===== config.mk =====
export PLATFORM = sky130hd
export DESIGN_NAME = jt08_adpcm_rmul_mch
export DESIGN_NICKNAME = d
export VERILOG_FILES = /design/src/rtl/jt08_adpcm_rmul_mch.sv
export SDC_FILE = /design/constraint.sdc
export NUM_CORES = 1
export LEC_CHECK = 0
export BUFFER_PORTS_ARGS = -buffer_cell sky130_fd_sc_hd__buf_2
export CAP_MARGIN = 25
export CORE_UTILIZATION = 35
export DETAILED_ROUTE_END_ITERATION = 6
export PLACE_DENSITY = 0.57
export SETUP_SLACK_MARGIN = 0.2
export SLEW_MARGIN = 0
export SYNTH_ARGS = -nofsm -noshare
export SYNTH_HDL_FRONTEND = slang
export SYNTH_SLANG_ARGS = --single-unit

===== constraint.sdc =====
create_clock -name clk -period 2.85 [get_ports clk]
set_input_delay 0.57 -clock clk [delete_from_list [all_inputs] [get_ports clk]]
set_output_delay 0.57 -clock clk [all_outputs]
set_load 0.05 [all_outputs]

===== src/rtl/jt08_adpcm_rmul_mch.sv =====
// jt08_adpcm_rmul_mch
// Multi-channel fractional multiplier computing d = a*b/2^DW. b is consumed
// RADIX bits per cen step, LSB first, into an exact (2*DW+1)-bit accumulator,
// so no precision is lost before the final rounding and shift. a may be read
// as two's complement (SIGNED=1); b is always an unsigned fraction. Each result
// is also kept in a per-channel bank so one engine can serve several channels.
//
// Ports:
//   clk        system clock
//   rst        synchronous reset, active-high (independent of cen)
//   cen        clock enable; all state advances only on edges with cen=1
//   in_valid   request present
//   in_ready   engine accepts a request this cycle (IDLE or DONE)
//   in_ch      channel tag of the request
//   a          multiplicand
//   b          unsigned fractional multiplier (b/2^DW)
//   out_valid  result strobe, high for one cen period (DONE state)
//   out_ch     channel tag of d
//   d          result, held until the next completion
//   bank       last result per channel, channel n at [n*DW +: DW]
//   busy       high while the multiply is running
module jt08_adpcm_rmul_mch #(
    parameter int DW     = 16,
    parameter int CH     = 6,
    parameter int CW     = 3,
    parameter int RADIX  = 1,
    parameter int SIGNED = 0,
    parameter int ROUND  = 0
) (
    input  logic             clk,
    input  logic             rst,
    input  logic             cen,
    input  logic             in_valid,
    output logic             in_ready,
    input  logic [CW-1:0]    in_ch,
    input  logic [DW-1:0]    a,
    input  logic [DW-1:0]    b,
    output logic             out_valid,
    output logic [CW-1:0]    out_ch,
    output logic [DW-1:0]    d,
    output logic [CH*DW-1:0] bank,
    output logic             busy
);

    localparam int N    = DW / RADIX;
    localparam int CNTW = $clog2(N + 1);
    localparam int AW   = 2 * DW + 1;
    localparam logic [CNTW-1:0] STEPS = CNTW'(N);
    localparam logic [AW-1:0]   RND   = (ROUND != 0) ? (AW'(1) << (DW - 1)) : AW'(0);

    typedef enum logic [1:0] {ST_IDLE, ST_RUN, ST_DONE} state_t;

    state_t            r_state;
    state_t            w_state_nxt;

    logic [CNTW-1:0]   r_cnt;
    logic [AW-1:0]     r_acc;
    logic [AW-1:0]     r_mcand;
    logic [DW-1:0]     r_mul;
    logic [CW-1:0]     r_ch;
    logic [DW-1:0]     r_d;
    logic [CW-1:0]     r_out_ch;
    logic [DW-1:0]     r_bank [CH];

    logic [AW-1:0]     w_a_ext;
    logic [AW-1:0]     w_partial;
    logic [AW-1:0]     w_acc_nxt;
    logic [AW-1:0]     w_sum;
    logic [DW-1:0]     w_res;
    logic              w_accept;
    logic              w_last;
    logic              w_unused_sum;

    // ------------------------------------------------------------------
    // FSM: state register
    // ------------------------------------------------------------------
    always_ff @(posedge clk) begin
        if (rst) begin
            r_state <= ST_IDLE;
        end else begin
            r_state <= w_state_nxt;
        end
    end

    // ------------------------------------------------------------------
    // FSM: next state (only cen edges move the machine)
    // ------------------------------------------------------------------
    always_comb begin
        w_state_nxt = r_state;
        if (cen) begin
            case (r_state)
                ST_IDLE: if (in_valid) w_state_nxt = ST_RUN;
                ST_RUN:  if (r_cnt == CNTW'(1)) w_state_nxt = ST_DONE;
                ST_DONE: w_state_nxt = in_valid ? ST_RUN : ST_IDLE;
                default: w_state_nxt = ST_IDLE;
            endcase
        end
    end

    // ------------------------------------------------------------------
    // FSM: outputs
    // ------------------------------------------------------------------
    always_comb begin
        in_ready  = 1'b1;
        busy      = 1'b0;
        out_valid = 1'b0;
        case (r_state)
            ST_RUN: begin
                in_ready = 1'b0;
                busy     = 1'b1;
            end
            ST_DONE: out_valid = 1'b1;
            default: ;
        endcase
    end

    assign w_accept = cen & in_valid & in_ready;
    assign w_last   = busy & (r_cnt == CNTW'(1));

    // ------------------------------------------------------------------
    // Datapath
    // ------------------------------------------------------------------
    // Multiplicand widened to the accumulator width; sign-extended only in
    // signed mode. All later arithmetic is modulo 2^AW, which is exact
    // because the true product always fits in AW signed bits.
    assign w_a_ext = {{(DW + 1){(SIGNED != 0) & a[DW-1]}}, a};

    // Contribution of the current RADIX-bit digit of b (shift-add).
    always_comb begin
        w_partial = '0;
        for (int unsigned j = 0; j < RADIX; j++) begin
            if (r_mul[j]) begin
                w_partial = w_partial + (r_mcand << j);
            end
        end
    end

    assign w_acc_nxt = r_acc + w_partial;
    assign w_sum     = w_acc_nxt + RND;
    // Taking bits [2*DW-1:DW] of the two's complement sum is floor(sum/2^DW)
    // in both signed and unsigned modes; the result is known to fit.
    assign w_res        = w_sum[2*DW-1:DW];
    assign w_unused_sum = ^{w_sum[AW-1:2*DW], w_sum[DW-1:0]};

    always_ff @(posedge clk) begin
        if (rst) begin
            r_cnt    <= '0;
            r_acc    <= '0;
            r_mcand  <= '0;
            r_mul    <= '0;
            r_ch     <= '0;
            r_d      <= '0;
            r_out_ch <= '0;
            for (int unsigned n = 0; n < CH; n++) begin
                r_bank[n] <= '0;
            end
        end else if (cen) begin
            if (w_accept) begin
                r_mcand <= w_a_ext;
                r_mul   <= b;
                r_cnt   <= STEPS;
                r_acc   <= '0;
                r_ch    <= in_ch;
            end else if (busy) begin
                r_acc   <= w_acc_nxt;
                r_mcand <= r_mcand << RADIX;
                r_mul   <= r_mul >> RADIX;
                r_cnt   <= r_cnt - CNTW'(1);
                if (w_last) begin
                    r_d      <= w_res;
                    r_out_ch <= r_ch;
                    // Tags outside the bank range report a result but write nothing.
                    for (int unsigned n = 0; n < CH; n++) begin
                        if (r_ch == CW'(n)) begin
                            r_bank[n] <= w_res;
                        end
                    end
                end
            end
        end
    end

    assign d      = r_d;
    assign out_ch = r_out_ch;

    always_comb begin
        bank = '0;
        for (int unsigned n = 0; n < CH; n++) begin
            bank[n*DW +: DW] = r_bank[n];
        end
    end

endmodule


### Word-level counts from Yosys, hierarchy flattened

Memories as Yosys holds them, arrays and structs flattened.
Cells that the tools add are included.

* bitwise logic cells: 10
* equal/unequal tests: 10
* muxes and demuxes: 66
* reduce and logical (&&, ||, !) cells: 7
* add/subtract/negate cells: 2

Operator list (count)
* $mux W33: 5
* $mux W16: 8
* $mux W1: 48
* $add A33 B33 Y33: 1
* $mux W5: 2
* $eq A3 B2 Y1 const B: 2
* $eq A3 B3 Y1 const B: 2
* $or A1 B1 Y1: 6
* $pmux W2 S3: 1
* $eq A5 B1 Y1 const B: 1
* $sub A5 B1 Y5 const B: 1
* $mux W2: 2
* $ne A2 B2 Y1 const B: 2
* $reduce_and A2 Y1: 2
* $reduce_and A4 Y1: 1
* $and A1 B1 Y1: 3
* $eq A3 B1 Y1 const B: 1
* $logic_not A3 Y1: 1
* $reduce_and A3 Y1: 1
* $eq A2 B1 Y1 const B: 1
* $eq A2 B2 Y1 const B: 1
* $logic_not A2 Y1: 1
* $reduce_bool A2 Y1: 1
* $not A1 Y1: 1

* RAM bits: 96
* output and inout bits: 118
* word-level logic and storage cells: 104
* register bits after elaboration: 111
* memories: 1

Memories
* r_bank: words 6, bits a word 16, read ports 6, clocked after Yosys merged registers in 0, wr ports 6, RTL line 63 `logic [DW-1:0] r_bank [CH];`

### Depth between registers and ports, before layout

Gate-level depths: netlist of run 1.

* word-level depth: 10
* mapped depth: 12
* depth with buffers taken out: 11

### Worst setup path before layout of run 1

No wires, ideal clock.

* path kind: reg2reg
* start point: register r_mul[0]
* end point: memory r_bank[0][15] (data pin)
* cell stages (with the launch flop): 12
* path slack: 0.093 ns
* arrival time: 2.492 ns
* library setup time: 0.264 ns
* path through: dfxtp_1 > clkbuf_1 > and2_1 > ha_1 > buf_6 > a21o_1 > a21o_1 > a2111oi_4 > o2bb2ai_2 > o211a_1 > o21ai_4 > a21oi_1

RTL lines
* from (decl): RTL line 59 `logic [DW-1:0] r_mul;`
* from (signal assigned): RTL line 167 `r_mul <= r_mul >> RADIX;`
* to (decl): RTL line 63

==> run summary, run 1 <==
Max Cap Viol - 0
Crit Path Class - flip-flop to flip-flop
TritonRoute pass-1 iters - 4
HP Start - in_ch[1]
Clk_skew - 0.01283 ns
Max-slew headroom - 0.5235
Die width - 169.8 um
Hold WC Path Type - primary input to flip-flop
Layout area overhead - 39.90%
IO Pins - 157
Hold Path End - r_ch[1]
Crit-path slowest cell - a311o_2
RSZ-0062 raised after global routing - true
Clock transition at the registers of the reported paths - 0.06 ns
Clock tree buffer depth - 3
Final setup viols - 0
Global route overflow - 0
Post-synth EDFFs - 96
Hold Path Depth - 3
Async SR Flop Fraction - 0
Mapped cell area - 0.009849 mm2
Status - finished clean
DRC - 0
Vias - 8617
Depth of the worst register-to-register path - 12
Most used cell, CP - a21oi_4
Crit-path cells - buf_8 -> and2_4 -> ha_4 -> a21oi_4 -> o21ai_2 -> a311o_2 -> buf_4 -> o2bb2ai_4 -> o211a_1 -> o21ai_4 -> buf_12 -> a21oi_4
Multi-input logic area - 0.005523 mm2
Final setup TNS - 0 ns
Yosys top cell area share - 0.2927
Least-Margin Pin Slew - 0.7131 ns
CTS tree - yes
WL/cell - 17.31 um
Starting Density - 0.3555
Clock Latency Late Sink - 0.51 ns
Worst Path Required - 3.10 ns
Area of placed instances - 0.01161 mm2
Hold buffer count at cts - 0
Port bufs - 156
Num CTS Buffers - 23
All-Layer GR Usage - 0.1919
Synth Flop Type - dfxtp_1
Largest net degree at the start of global routing - 66
# fillers - 2522
Yosys reg bits - 205
Core area - 0.02771 mm2
Mapped Cells - 1034
Critical Path End Type - flip-flop
Flop2flop setup slack - 0.06 ns
Sequential-to-total area share from yosys stat - 0.5142
Global-route wire length before repair - 43530 um
Fin. Hold Viols - 0
Routed wire length - 29060 um
H-tree depth - 1
Peak VDD IR - 0.3721 mV
Minimum period implied by the final worst setup slack - 2.789 ns
Clk sinks - 205
Root Buffer - clkbuf_16
Post-route ant nets - 0
Syn Nets - 1107
Initial antenna violation count - 0
Worst reg2reg endpoint - r_bank[1][15]
Worst Path Arrival - 3.04 ns
Reg area - 0.005069 mm2
Top post-synthesis cells by area - edfxtp_1, dfxtp_1, nand2_1, a21oi_1, nor2_1
Initial DRC Count - 515
Yosys Warn Count - 0
Distinct cells, synth - 83
Post-synthesis cell type with the largest combined area - edfxtp_1
Post-route cell area - 0.01378 mm2
Vias in the first global route - 7966
Startpoint Class - flip-flop
Nets - 1362
Tcrit/Tclk final - 0.9784
Max Slew Vio Count - 0
Fraction of layout cells with a size suffix above 1 - 0.4012
Diode count - 0
Critical path fanouts, max - 8
CP max stage delay - 0.43 ns
Pwr/cell area - 471.5 mW/mm2
P_leak - 5.316 nW
FP Rows - 61
Mean number of vias per cell - 5.132
Die height - 169.8 um
GPL Wtd Cong - 0.8534
Detailed Place HPWL - 19460 um
Die area - 0.02882 mm2
Reg-to-Reg Start - r_mul[0]
Max frequency - 0.3586 GHz
Mapped Avg Cell Area - 9.526 um2
worst max-delay path by stage:
stage,startpoint,endpoint,slack (ns),cells after the start
after floorplan,r_mul[0],r_bank[2][9],0.19,11
after global routing,r_mul[0],r_bank[3][0],-0.04,12
final,r_mul[0],r_bank[1][15],0.06,12
after CTS,r_mul[0],r_bank[3][14],0.05,12
after detailed placement,r_mul[0],r_bank[1][9],-0.15,10
after global placement,r_mul[0],r_bank[1][9],-0.05,10
critical path: cells and delay by family (launching register included):
kind            cells  cell delay (ns)
simple gates        1             0.14
fa+ha+maj           1             0.27
flops               1             0.38
buf+inv             3             0.45
compound gates      7             1.28
kinds of logic (layout without fill, tap and decap cells):
family	after synthesis	count (layout)	share of synthesized area
mux	3	3	0.003049
xor+xnor	22	22	0.02452
compound gates	268	268	0.1773
fa+ha+maj	34	34	0.04395
simple gates	420	420	0.2029
flops	205	205	0.5142
buf+inv	82	349	0.03404
through the flow:
| step | hold WS (ns) | total power, mW | utilization | std cells | setup WS, ns |
|---|---|---|---|---|---|
| global route | 0.3156 | 6.736 | 0.4974 | 1679 | -0.03506 |
| detailed placement | 0.4469 | 3.849 | 0.4190 | 1599 | -0.1543 |
| finish | 0.3042 | 6.497 | 0.4974 | 1679 | 0.06147 |
| CTS | 0.2819 | 6.536 | 0.4585 | 1650 | 0.04756 |
| floorplan | 0.4315 | 3.666 | - | 1034 | 0.1896 |
| global placement | 0.4423 | 3.844 | 0.4190 | 1599 | -0.05446 |
final cells by class:
cell class                      instances  area share
Tap cell                              378     0.03432
Clock buffer                           30     0.04513
Sequential cell                       205      0.3678
Multi-Input combinational cell        747      0.4008
Timing Repair Buffer                  295      0.1444
Clock inverter                          7    0.002906
Inverter                               17    0.004631
power breakdown:
group | total (mW) | internal (mW) | switching [mW]
clock | 2.67 | 1.52 | 1.14
combinational | 0.606 | 0.177 | 0.429
sequential | 3.22 | 3.17 | 0.0556
layer usage:
metal	wire length (um)	global-route usage	share of wire	up-vias
met4	672	0.04583	0.023	0
li1	-	-	-	4213
met3	1523	0.02425	0.052	47
met5	0	0	0	-
met2	13660	0.3197	0.47	289
met1	13200	0.2633	0.45	4068
layout by cell type (no fill, tap or decap), types with 4 or more instances in the layout:
master / synthesis / routed
buf_2: 9 / 156
nand2_1: 152 / 145
buf_4: 0 / 111
dfxtp_1: 109 / 108
edfxtp_1: 96 / 96
nor2_1: 112 / 80
a21oi_1: 88 / 68
o21ai_0: 66 / 52
clkbuf_16: 0 / 24
ha_4: 0 / 22
buf_6: 2 / 20
nand3_1: 23 / 19
nor2_4: 0 / 17
nand3b_1: 17 / 17
and2_4: 0 / 17
nor2_2: 1 / 16
and2_1: 33 / 16
nor3_2: 1 / 15
o21ai_2: 0 / 15
a21o_1: 17 / 15
o21ai_1: 15 / 14
inv_1: 16 / 14
a311oi_1: 14 / 14
a21oi_2: 2 / 12
nor3_1: 27 / 11
a21oi_4: 1 / 11
nand4_1: 11 / 11
xnor2_1: 10 / 10
ha_1: 33 / 10
xor2_1: 7 / 7
and3_4: 1 / 6
o211ai_1: 5 / 5
o21a_1: 7 / 5
clkbuf_1: 48 / 5
nand2b_1: 4 / 4
o31ai_1: 5 / 4
and3_1: 8 / 4
nand2_2: 0 / 4
nor4_1: 4 / 4
buf_12: 0 / 4
registers in the layout, indices dropped and copies added (netlist names):
signal   cells
r_state      2
r_mcand     32
r_acc       32
r_bank      96
d           16
r_mul       16
r_cnt        5
out_ch       3
r_ch         3
what timing repair did:
action / in CTS / in global routing
setup endpoints to repair: 121 / 223
gates resized for setup: 67 / 191
setup buffers: 14 / 27
gates cloned: 0 / 1
pin swaps: 35 / 101
synthesized netlist by cell type (3+ instances only):
master / count
a211oi_1: 5
a21o_1: 17
a21oi_1: 88
a311oi_1: 14
a31oi_1: 3
and2_1: 33
and3_1: 8
and4_1: 4
buf_1: 5
buf_2: 9
clkbuf_1: 48
dfxtp_1: 109
edfxtp_1: 96
ha_1: 33
inv_1: 16
mux2i_1: 3
nand2_1: 152
nand2b_1: 4
nand3_1: 23
nand3b_1: 17
nand4_1: 11
nor2_1: 112
nor2b_1: 3
nor3_1: 27
nor4_1: 4
o211ai_1: 5
o21a_1: 7
o21ai_0: 66
o21ai_1: 15
o21bai_1: 5
o31ai_1: 5
or2_2: 4
or3_1: 3
or4_1: 3
xnor2_1: 10
xor2_1: 7
xor2_2: 3
Note: power is estimated with default switching activity, not from simulation.
==> run 2, diff against run 1 <==
Settings changed: CORE_UTILIZATION 35 to 55, PLACE_DENSITY 0.57 to 0.79, REMOVE_ABC_BUFFERS from default to 1.
Clock period 2.85 ns to 3.2 ns, I/O delays scaled along.
==> run 2 against run 1 <==
  * Flip-flop and latch count did not move
  * Cell area fell by 14%
  * Register-to-register slack better by 0.22 ns
  * Worst hold slack better by 0.061 ns
  * Routed wire length fell by 14%
  * Non-clock buffer count fell by 94
  * Clock power decreased by 6%
  * Worst setup slack improved by 0.22 ns
  * Global-route usage grew 7.3 points
  * Combinational power is 19% lower
==> run summary, run 2 (synthesis results as in run 1) <==
Least-Margin Pin Slew - 0.6879 ns
Die area - 0.01845 mm2
Vias in the first global route - 7537
Area of placed instances - 0.01091 mm2
Flop2flop setup slack - 0.28 ns
Nets - 1267
Final worst slack - 0.2767 ns
Largest regs - r_bank: 96 flops, r_acc: 32 flops, r_mcand: 32 flops
All-Layer GR Usage - 0.2649
Final setup viols - 0
Layout area overhead - 20.72%
Critical Path End Type - flip-flop
Pwr/cell area - 493.2 mW/mm2
Detailed Place HPWL - 16980 um
Max reg flops - 96
Peak VDD IR - 0.3813 mV
Most frequent cells in the layout - buf_2, nand2_1, nor2_1
# fillers - 1305
Most common cell after layout, fill and taps aside - buf_2
Mean number of vias per cell - 5.820
FP Rows - 48
RSZ-0062 raised after global routing - true
Max-slew headroom - 0.5414
Hold buffer count at cts - 0
Dpl ws - 0.09196 ns
Die height - 135.8 um
DRC - 0
Max frequency - 0.3421 GHz
Tcrit/Tclk final - 0.9135
Port bufs - 156
WL/cell - 17.36 um
Final setup TNS - 0 ns
Clk_skew - 0.01943 ns
Clock tree buffer depth - 3
Max Slew Vio Count - 0
Vias - 8352
Critical path fanouts, max - 7
Global route overflow - 0
P_leak - 4.763 nW
Status - finished clean
H-tree depth - 1
Post-route cell area - 0.01189 mm2
Diode count - 0
Core area - 0.01742 mm2
TritonRoute pass-1 iters - 7
GPL Wtd Cong - 0.9213
Initial antenna violation count - 0
Largest net degree at the start of global routing - 43
Initial DRC Count - 624
Minimum period implied by the final worst setup slack - 2.923 ns
Worst Path Arrival - 3.18 ns
Fraction of layout cells with a size suffix above 1 - 0.2446
Biggest register - r_bank
Startpoint Class - flip-flop
Finished Layout Cells - 1435
Die width - 135.8 um
Clock Latency Late Sink - 0.52 ns
Worst Path Required - 3.45 ns
Post-route ant nets - 0
CTS tree - yes
Final core utilization - 0.6827
Clk sinks - 205
Routed wire length - 24910 um
Global-route wire length before repair - 38550 um
Placed Instances - 1384
Starting Density - 0.5655
Clock transition at the registers of the reported paths - 0.06 ns
Crit Path Class - flip-flop to flip-flop
Max Cap Viol - 0
IO Pins - 157
Root Buffer - clkbuf_16
Num CTS Buffers - 22
Fin. Hold Viols - 0
Hold WC Path Type - primary input to flip-flop
run 2: cell count changes in the layout (fill, tap and decap cells not counted), sizes merged:
cell	change
buf	-94
clkbuf	-2
clkinv	+1
bufinv	+2
clkinvlp	+2
run 2: cell type report:
| type | count | area, um2 | share of cell area |
|---|---|---|---|
| clock buffers | 28 | 573.1 | 0.04820 |
| clock inverters | 12 | 136.4 | 0.01147 |
| inverters | 17 | 63.81 | 0.005367 |
| multi-input cells | 747 | 4621 | 0.3886 |
| flip-flops and latches | 205 | 5066 | 0.4261 |
| well taps | 225 | 281.5 | 0.02368 |
| repair buffers | 201 | 1149 | 0.09660 |
run 2: worst paths after layout:
kind	startpoint	to	cells past startpoint
setup / recovery	r_mul[0]	r_bank[1][14]	12
hold reg to reg	r_mcand[22]	r_mcand[23]	2
setup reg to reg	r_mul[0]	r_bank[1][14]	12
hold / removal	in_ch[1]	r_ch[1]	3
run 2: through the flow:
stage,power (mW),hold WS [ns]
6_report,5.864,0.3653
5_1_grt,6.026,0.3790
4_1_cts,5.867,0.3540
3_5_place_dp,3.407,0.4448
3_3_place_gp,3.399,0.4405
2_1_floorplan,3.236,0.4315
run 2: worst max-delay path: stages (launching register included):
cell	delay [ns]
dfxtp_2	0.39
and2_1	0.15
ha_1	0.16
inv_1	0.06
fa_1	0.40
nor2b_1	0.17
o31a_1	0.25
o21ai_2	0.15
a211oi_4	0.36
buf_4	0.17
o211ai_1	0.14
nand3_4	0.20
nor2_1	0.08
run 2: where the power goes:
| part | internal, mW | total [mW] | switching [mW] |
|---|---|---|---|
| combinational | 0.130 | 0.492 | 0.363 |
| clock | 1.45 | 2.50 | 1.06 |
| sequential | 2.82 | 2.87 | 0.0466 |
| total | 4.40 | 5.86 | 1.47 |
run 2: per-layer routing:
layer | GRT usage | wire length [um] | share of wire
met2 | 0.4512 | 11800 | 0.47
met1 | 0.3529 | 10620 | 0.43
met4 | 0.08240 | 567 | 0.023
met3 | 0.02908 | 1919 | 0.077
met5 | 0 | 0 | 0
run 2: repair_timing:
| item | in CTS | in global routing |
|---|---|---|
| setup endpoints to repair | 36 | 99 |
| cloned | 0 | 1 |
| gates resized for setup | 7 | 28 |
| pin swaps | 1 | 12 |
| buffers inserted | 1 | 9 |
